--- src/rtl/motor_drive_ctrl_pkg.sv ---
// Steering-code constants shared with the direction-control stage, plus the
// controller state encoding and a small elaboration-time helper.
package motor_pkg;

  localparam logic [3:0] DIR_PROCEED      = 4'b0000;
  localparam logic [3:0] DIR_VEER_RIGHT   = 4'b1001;
  localparam logic [3:0] DIR_VEER_LEFT    = 4'b0101;
  localparam logic [3:0] DIR_HARD_RIGHT   = 4'b1010;
  localparam logic [3:0] DIR_HARD_LEFT    = 4'b0110;
  localparam logic [3:0] DIR_NINETY_RIGHT = 4'b1011;
  localparam logic [3:0] DIR_NINETY_LEFT  = 4'b0111;
  localparam logic [3:0] DIR_STOP         = 4'b1111;

  typedef enum logic [2:0] {
    ST_HALT    = 3'd0,
    ST_TRACK   = 3'd1,
    ST_PIVOT_L = 3'd2,
    ST_PIVOT_R = 3'd3,
    ST_BRAKE   = 3'd4
  } drive_state_t;

  function automatic int max_int(input int a, input int b);
    return (a > b) ? a : b;
  endfunction

endpackage

--- src/rtl/motor_drive_ctrl_if.sv ---
// Steering inputs and H-bridge outputs of the motor drive controller as one bus.
interface motor_drive_ctrl_if;
  logic [3:0] dir_code;
  logic       direction;
  logic       pwm_l;
  logic       pwm_r;
  logic       fwd_l;
  logic       fwd_r;
  logic       busy;

  modport master (output dir_code, direction,
                  input  pwm_l, pwm_r, fwd_l, fwd_r, busy);
  modport slave  (input  dir_code, direction,
                  output pwm_l, pwm_r, fwd_l, fwd_r, busy);
endinterface

--- src/rtl/motor_drive_ctrl_pwm_channel.sv ---
// One wheel's PWM: duty reloaded only at the period boundary, registered compare output.
// SOFT_START_EN: duty rises by at most DUTY_STEP per period; decreases apply in one go.
module pwm_channel #(
  parameter int PWM_PERIOD = 2500,
  parameter int DUTY_STEP  = 50,
  localparam int CNT_W     = $clog2(PWM_PERIOD)
) (
  input  logic             clk,
  input  logic             rst,
  input  logic             boundary,
  input  logic             force_zero,
  input  logic [CNT_W-1:0] cnt,
  input  logic [CNT_W-1:0] target,
  output logic             pwm
);

  logic [CNT_W-1:0] duty_reg, duty_next;
  logic             pwm_reg;

`ifdef SOFT_START_EN
  localparam logic [CNT_W-1:0] STEP = CNT_W'(DUTY_STEP);
`endif

  always_comb begin
    duty_next = duty_reg;
    if (force_zero) begin
      duty_next = '0;
    end else if (boundary) begin
`ifdef SOFT_START_EN
      if ((target > duty_reg) && ((target - duty_reg) > STEP)) begin
        duty_next = duty_reg + STEP;
      end else begin
        duty_next = target;
      end
`else
      duty_next = target;
`endif
    end
  end

  // Forced zero also blanks the output on the very next clock, not at the period end.
  always_ff @(posedge clk or posedge rst) begin
    if (rst) begin
      duty_reg <= '0;
      pwm_reg  <= 1'b0;
    end else begin
      duty_reg <= duty_next;
      pwm_reg  <= !force_zero && (cnt < duty_reg);
    end
  end

  assign pwm = pwm_reg;

endmodule

--- src/rtl/motor_drive_ctrl.sv ---
// Left/right H-bridge controller: steering decode, timed pivots, brake before reversing.
// Build option SOFT_START_EN enables the per-period duty ramp in pwm_channel.
module motor_drive_ctrl
  import motor_pkg::*;
#(
  parameter int PWM_PERIOD   = 2500,
  parameter int DUTY_CRUISE  = 2000,
  parameter int DUTY_VEER    = 1200,
  parameter int DUTY_HARD    = 400,
  parameter int PIVOT_CYCLES = 25_000_000,
  parameter int BRAKE_CYCLES = 2_500_000,
  parameter int DUTY_STEP    = 50
) (
  input  logic              clk,
  input  logic              rst,
  motor_drive_ctrl_if.slave bus
);

  localparam int CNT_W = $clog2(PWM_PERIOD);
  localparam int TMR_W = $clog2(max_int(PIVOT_CYCLES, BRAKE_CYCLES) + 1);

  localparam logic [CNT_W-1:0] CRUISE     = CNT_W'(DUTY_CRUISE);
  localparam logic [CNT_W-1:0] VEER       = CNT_W'(DUTY_VEER);
  localparam logic [CNT_W-1:0] HARD       = CNT_W'(DUTY_HARD);
  localparam logic [CNT_W-1:0] CNT_LAST   = CNT_W'(PWM_PERIOD - 1);
  localparam logic [TMR_W-1:0] PIVOT_LAST = TMR_W'(PIVOT_CYCLES - 1);
  localparam logic [TMR_W-1:0] BRAKE_LAST = TMR_W'(BRAKE_CYCLES - 1);

  drive_state_t     state_reg, state_next;
  logic [TMR_W-1:0] timer_reg, timer_next;
  logic             dir_reg, dir_next;
  logic             pend_reg, pend_next;
  logic [CNT_W-1:0] cnt_reg;
  logic [CNT_W-1:0] tgt_l, tgt_r;
  logic             boundary;
  logic             force_zero;
  logic [1:0]       pwm;

  assign boundary = (cnt_reg == CNT_LAST);

  always_ff @(posedge clk or posedge rst) begin
    if (rst) begin
      cnt_reg <= '0;
    end else begin
      cnt_reg <= boundary ? '0 : cnt_reg + CNT_W'(1);
    end
  end

  always_ff @(posedge clk or posedge rst) begin
    if (rst) begin
      state_reg <= ST_HALT;
      timer_reg <= '0;
      dir_reg   <= 1'b1;
      pend_reg  <= 1'b1;
    end else begin
      state_reg <= state_next;
      timer_reg <= timer_next;
      dir_reg   <= dir_next;
      pend_reg  <= pend_next;
    end
  end

  // dir_reg is the committed wheel direction; pend_reg the direction a brake is heading to.
  always_comb begin
    state_next = state_reg;
    timer_next = timer_reg + TMR_W'(1);
    dir_next   = dir_reg;
    pend_next  = pend_reg;
    tgt_l      = '0;
    tgt_r      = '0;
    case (state_reg)
      ST_HALT, ST_TRACK: begin
        timer_next = '0;
        pend_next  = bus.direction;
        if (bus.direction != dir_reg) begin
          state_next = ST_BRAKE;
        end else begin
          state_next = ST_TRACK;
          case (bus.dir_code)
            DIR_PROCEED:      begin tgt_l = CRUISE; tgt_r = CRUISE; end
            DIR_VEER_RIGHT:   begin tgt_l = CRUISE; tgt_r = VEER;   end
            DIR_VEER_LEFT:    begin tgt_l = VEER;   tgt_r = CRUISE; end
            DIR_HARD_RIGHT:   begin tgt_l = CRUISE; tgt_r = HARD;   end
            DIR_HARD_LEFT:    begin tgt_l = HARD;   tgt_r = CRUISE; end
            DIR_NINETY_RIGHT: begin state_next = ST_PIVOT_R; tgt_l = CRUISE; tgt_r = CRUISE; end
            DIR_NINETY_LEFT:  begin state_next = ST_PIVOT_L; tgt_l = CRUISE; tgt_r = CRUISE; end
            DIR_STOP:         state_next = ST_HALT;
            default:          state_next = ST_HALT;
          endcase
        end
      end
      ST_PIVOT_L, ST_PIVOT_R: begin
        tgt_l     = CRUISE;
        tgt_r     = CRUISE;
        pend_next = bus.direction;
        if (timer_reg == PIVOT_LAST) begin
          timer_next = '0;
          state_next = (bus.direction != dir_reg) ? ST_BRAKE : ST_TRACK;
        end
      end
      ST_BRAKE: begin
        if (bus.direction != pend_reg) begin
          pend_next  = bus.direction;
          timer_next = '0;
        end else if (timer_reg == BRAKE_LAST) begin
          state_next = ST_TRACK;
          dir_next   = pend_reg;
          timer_next = '0;
        end
      end
      default: begin
        state_next = ST_HALT;
        timer_next = '0;
      end
    endcase
  end

  assign force_zero = (state_next == ST_BRAKE);

  genvar gi;
  generate
    for (gi = 0; gi < 2; gi++) begin : g_wheel
      pwm_channel #(
        .PWM_PERIOD(PWM_PERIOD),
        .DUTY_STEP (DUTY_STEP)
      ) u_pwm (
        .clk       (clk),
        .rst       (rst),
        .boundary  (boundary),
        .force_zero(force_zero),
        .cnt       (cnt_reg),
        .target    ((gi == 0) ? tgt_l : tgt_r),
        .pwm       (pwm[gi])
      );
    end
  endgenerate

  assign bus.pwm_l = pwm[0];
  assign bus.pwm_r = pwm[1];
  assign bus.fwd_l = (state_reg == ST_PIVOT_L) ? ~dir_reg : dir_reg;
  assign bus.fwd_r = (state_reg == ST_PIVOT_R) ? ~dir_reg : dir_reg;
  assign bus.busy  = (state_reg == ST_PIVOT_L) || (state_reg == ST_PIVOT_R) ||
                     (state_reg == ST_BRAKE);

endmodule
--- src/flat_wrapper.sv ---
// flat-port wrapper written by rule: the top's interface ports become plain ports
module motor_drive_ctrl_flat import motor_pkg::*;
#(
  parameter int PWM_PERIOD   = 2500,
  parameter int DUTY_CRUISE  = 2000,
  parameter int DUTY_VEER    = 1200,
  parameter int DUTY_HARD    = 400,
  parameter int PIVOT_CYCLES = 25_000_000,
  parameter int BRAKE_CYCLES = 2_500_000,
  parameter int DUTY_STEP    = 50
)
  (clk, rst, bus_dir_code, bus_direction, bus_pwm_l, bus_pwm_r, bus_fwd_l, bus_fwd_r, bus_busy);
  motor_drive_ctrl_if bus_i ();
  input  logic clk;
  input  logic rst;
  input wire logic [$bits(bus_i.dir_code)-1:0] bus_dir_code;
  input wire logic [$bits(bus_i.direction)-1:0] bus_direction;
  output wire logic [$bits(bus_i.pwm_l)-1:0] bus_pwm_l;
  output wire logic [$bits(bus_i.pwm_r)-1:0] bus_pwm_r;
  output wire logic [$bits(bus_i.fwd_l)-1:0] bus_fwd_l;
  output wire logic [$bits(bus_i.fwd_r)-1:0] bus_fwd_r;
  output wire logic [$bits(bus_i.busy)-1:0] bus_busy;
  assign bus_i.dir_code = bus_dir_code;
  assign bus_i.direction = bus_direction;
  assign bus_pwm_l = bus_i.pwm_l;
  assign bus_pwm_r = bus_i.pwm_r;
  assign bus_fwd_l = bus_i.fwd_l;
  assign bus_fwd_r = bus_i.fwd_r;
  assign bus_busy = bus_i.busy;
  motor_drive_ctrl #(.PWM_PERIOD(PWM_PERIOD), .DUTY_CRUISE(DUTY_CRUISE), .DUTY_VEER(DUTY_VEER), .DUTY_HARD(DUTY_HARD), .PIVOT_CYCLES(PIVOT_CYCLES), .BRAKE_CYCLES(BRAKE_CYCLES), .DUTY_STEP(DUTY_STEP)) u_core (.clk(clk), .rst(rst), .bus(bus_i));
endmodule
--- config.mk ---
export PLATFORM = sky130hd
export DESIGN_NAME = motor_drive_ctrl_flat
export DESIGN_NICKNAME = d
export VERILOG_FILES = /design/src/rtl/motor_drive_ctrl_pkg.sv /design/src/rtl/motor_drive_ctrl_if.sv /design/src/rtl/motor_drive_ctrl_pwm_channel.sv /design/src/rtl/motor_drive_ctrl.sv /design/src/flat_wrapper.sv
export SDC_FILE = /design/constraint.sdc
export NUM_CORES = 1
export LEC_CHECK = 0
export BUFFER_PORTS_ARGS = -buffer_cell sky130_fd_sc_hd__clkbuf_2
export CAP_MARGIN = 20
export CELL_PAD_IN_SITES_DETAIL_PLACEMENT = 0
export CELL_PAD_IN_SITES_GLOBAL_PLACEMENT = 1
export CORE_ASPECT_RATIO = 1.1
export CORE_MARGIN = 5
export CORE_UTILIZATION = 41
export DETAILED_ROUTE_END_ITERATION = 7
export PLACE_DENSITY = 0.74
export SLEW_MARGIN = 40
export SYNTH_ARGS = -nofsm -noshare
export SYNTH_HDL_FRONTEND = slang
export SYNTH_HIERARCHICAL = 1
export SYNTH_SLANG_ARGS = --single-unit
--- constraint.sdc ---
create_clock -name clk -period 3 [get_ports clk]
set_input_delay 0.6 -clock clk [delete_from_list [all_inputs] [get_ports clk]]
set_output_delay 0.6 -clock clk [all_outputs]
set_load 0.05 [all_outputs]
==> reports/qor.yml <==
irDropWorstVdd_v: 0.000274
crit_chain: "ha_1 > and3_1 > nand3_1 > or4_4 > nand2_1 > o2bb2ai_2 > nor2_1 > o21ai_0 > a221oi_2"
grt_usage_pct: 14.3
cap_viol_max_count: 0
diodes: 0
nNetsFinal: 463
run_status: "completed"
postSynth.asyncResetShare_pct: 100
clk_pin_slew_ns: 0.08
synth_area_um2: 3880
h-tree-depth: 3
start_kind: "flip-flop"
worst-path-buf-inv: 0
setup_viol: 0
dp_hpwl_um: 5670
layout_common_cells: "70 x nor2_1, 66 x dfrtp_1, 29 x inv_1"
grt_max_degree: 31
ant_nets: 0
skew_ns: 0.0145
totalWireLength_um: 7520
ys_ff_latch: 68
path_class: "flip-flop to flip-flop"
synth_edf_count: 0
vias: 2795
grt_pass1_vias: 2826
root_buffer: "clkbuf_8"
crit_arrival_ns: 2.67
die_width_um: 103
cts_buffers: 9
slew_viol_final: 0
overflow: 0
avgSynthCellArea_um2: 9.57
cts.sinks: 68
power_frac_seq_pct: 44.5
p_per_area_nw_per_um2: 499
power_frac_clock_pct: 40.4
synth-seq-area-share_pct: 44.0
end_kind: "flip-flop"
leakage_nw: 1.86
cts_tree: "yes"
layout_commonest_cell: "nor2_1"
drtIter0Drc: 66
worstMarginPinSlew_ns: 0.749
postCtsSetupBuffers: 0
fp.coreArea_um2: 9310
finalCriticalPeriod_ns: 2.46
wl_per_cell_um: 13.6
clockBufferDepth: 2
row_count: 37
area_growth_pct: 12.2
hold_class: "primary input to asynchronous set/reset pin"
ys.flop_type: "dfrtp_1"
io-pin-count: 12
post_synth_inst_count: 405
start_util_pct: 41.7
antenna_found_initial: 0
rsz0062_at_grt: "false"
preCtsSetupSlack_ns: 0.530
switchingPower_mw: 0.615
drive_gt1_share_pct: 10.1
fmax_mhz: 407
drc: 0
critical-path-top-delay-family: "simple AND/OR/NAND/NOR gates"
dieHeight_um: 112
setup_ws_ns: 0.543
power_frac_comb_pct: 15.1
vias_per_cell: 5.05
largest_reg_flops: 25
holdBufCountCts: 0
min_period_over_period_pct: 81.9
finalHoldViolations: 0
die_area_um2: 11500
layoutNonFillerInstCount: 554
clock_latency_ns: 0.34
cts_resized: 0
gp_congestion: 0.770
max_slew_margin_pct: 49.8
grt_pass1_wl_um: 13200
drt-pass1-iter-count: 4
dp.cells: 538
io_buffer_count: 11
path_max_fanout: 15
tns_ns: 0
yosysWarnings: 6
max_stage_delay_ns: 0.59
cp_data_required_time_ns: 3.22
sw_frac_of_total_pct: 28.3
crit_slowest_cell: "or4_4"
cell_internal_pwr_mw: 1.56
yosysUniqueCellTypes: 40
-- synthesized netlist by cell type (6+ instances only) --
master | number | area (um^2)
dfrtp_1 | 66 | 1650
nor4_1 | 6 | 37.5
nand3_1 | 16 | 80.1
nand2b_1 | 8 | 50.1
ha_1 | 24 | 300
inv_1 | 29 | 109
xor2_1 | 19 | 166
and3_1 | 8 | 50.1
mux2i_1 | 25 | 250
a21oi_1 | 13 | 65.1
clkbuf_1 | 6 | 22.5
nand4_1 | 12 | 75.1
nor2_1 | 70 | 263
xnor2_1 | 21 | 184
nor2b_1 | 6 | 37.5
o21ai_0 | 14 | 70.1
nand2_1 | 21 | 78.8
-- path summary, 6_finish.rpt --
check	depth (start not counted)	slack, ns	from	endpoint
setup / recovery	9	0.54	u_core/timer_reg[0]$_DFF_PP0_	u_core/g_wheel[0].u_pwm/pwm$_DFF_PP0_
hold / removal	2	0.29	rst	u_core/cnt_reg[5]$_DFF_PP0_
setup reg to reg	9	0.54	u_core/timer_reg[0]$_DFF_PP0_	u_core/g_wheel[0].u_pwm/pwm$_DFF_PP0_
hold reg to reg	1	0.49	u_core/timer_reg[0]$_DFF_PP0_	u_core/timer_reg[0]$_DFF_PP0_
max in group asynchronous	3	1.90	rst	u_core/dir_reg$_DFFE_PP1P_
min in group clk	1	0.49	u_core/timer_reg[0]$_DFF_PP0_	u_core/timer_reg[0]$_DFF_PP0_
-- kinds of logic (layout without fill, tap and decap cells) --
kind of cell             after synthesis  after routing  share of synthesized area, %
AND/OR/NAND/NOR                      162            162                          20.3
flip-flops                            68             68                          44.0
AO/OA/AOI/OAI                         44             44                          7.46
XOR/XNOR                              40             40                          9.04
buffers and inverters                 39             62                          4.36
multiplexers                          27             27                          7.04
adder cells (fa/ha/maj)               24             24                          7.75
other                                  1             10                        0.0967
-- power by group through the flow --
stage	sequential [mW]	combinational, mW	clock, mW
floorplan	0.977	0.251	0
global route	0.972	0.369	0.943
global placement	0.983	0.332	0
CTS	0.967	0.334	0.897
detailed placement	0.986	0.333	0
finish	0.967	0.327	0.877
-- routing by layer --
layer  track usage (%)  part of all wire [%]  vias to the layer above
met4              4.46                   1.0                        0
met5                 0                     0                        -
li1                  -                     -                     1431
met1              18.0                    45                     1341
met3              2.44                   1.5                        7
met2              24.5                    52                       16
-- area by class of cell --
class	count	area (um^2)
repair buffers	17	113
flip-flops and latches	68	1700
well taps	117	146
fillers	893	4950
inverters	29	109
clock inverters	5	83.8
clock buffers	11	151
multi-input cells	307	2040
-- stage by stage --
stage	cell area [um^2]	hold WS, ns	total power, mW	util (%)
3_3_place_gp	4120	0.467	1.32	44.2
5_1_grt	4350	0.321	2.28	46.8
3_5_place_dp	4120	0.483	1.32	44.2
4_1_cts	4350	0.297	2.20	46.8
6_report	4350	0.287	2.17	46.8
2_1_floorplan	3910	0.450	1.23	-
Note: power is estimated with default switching activity, not from simulation.
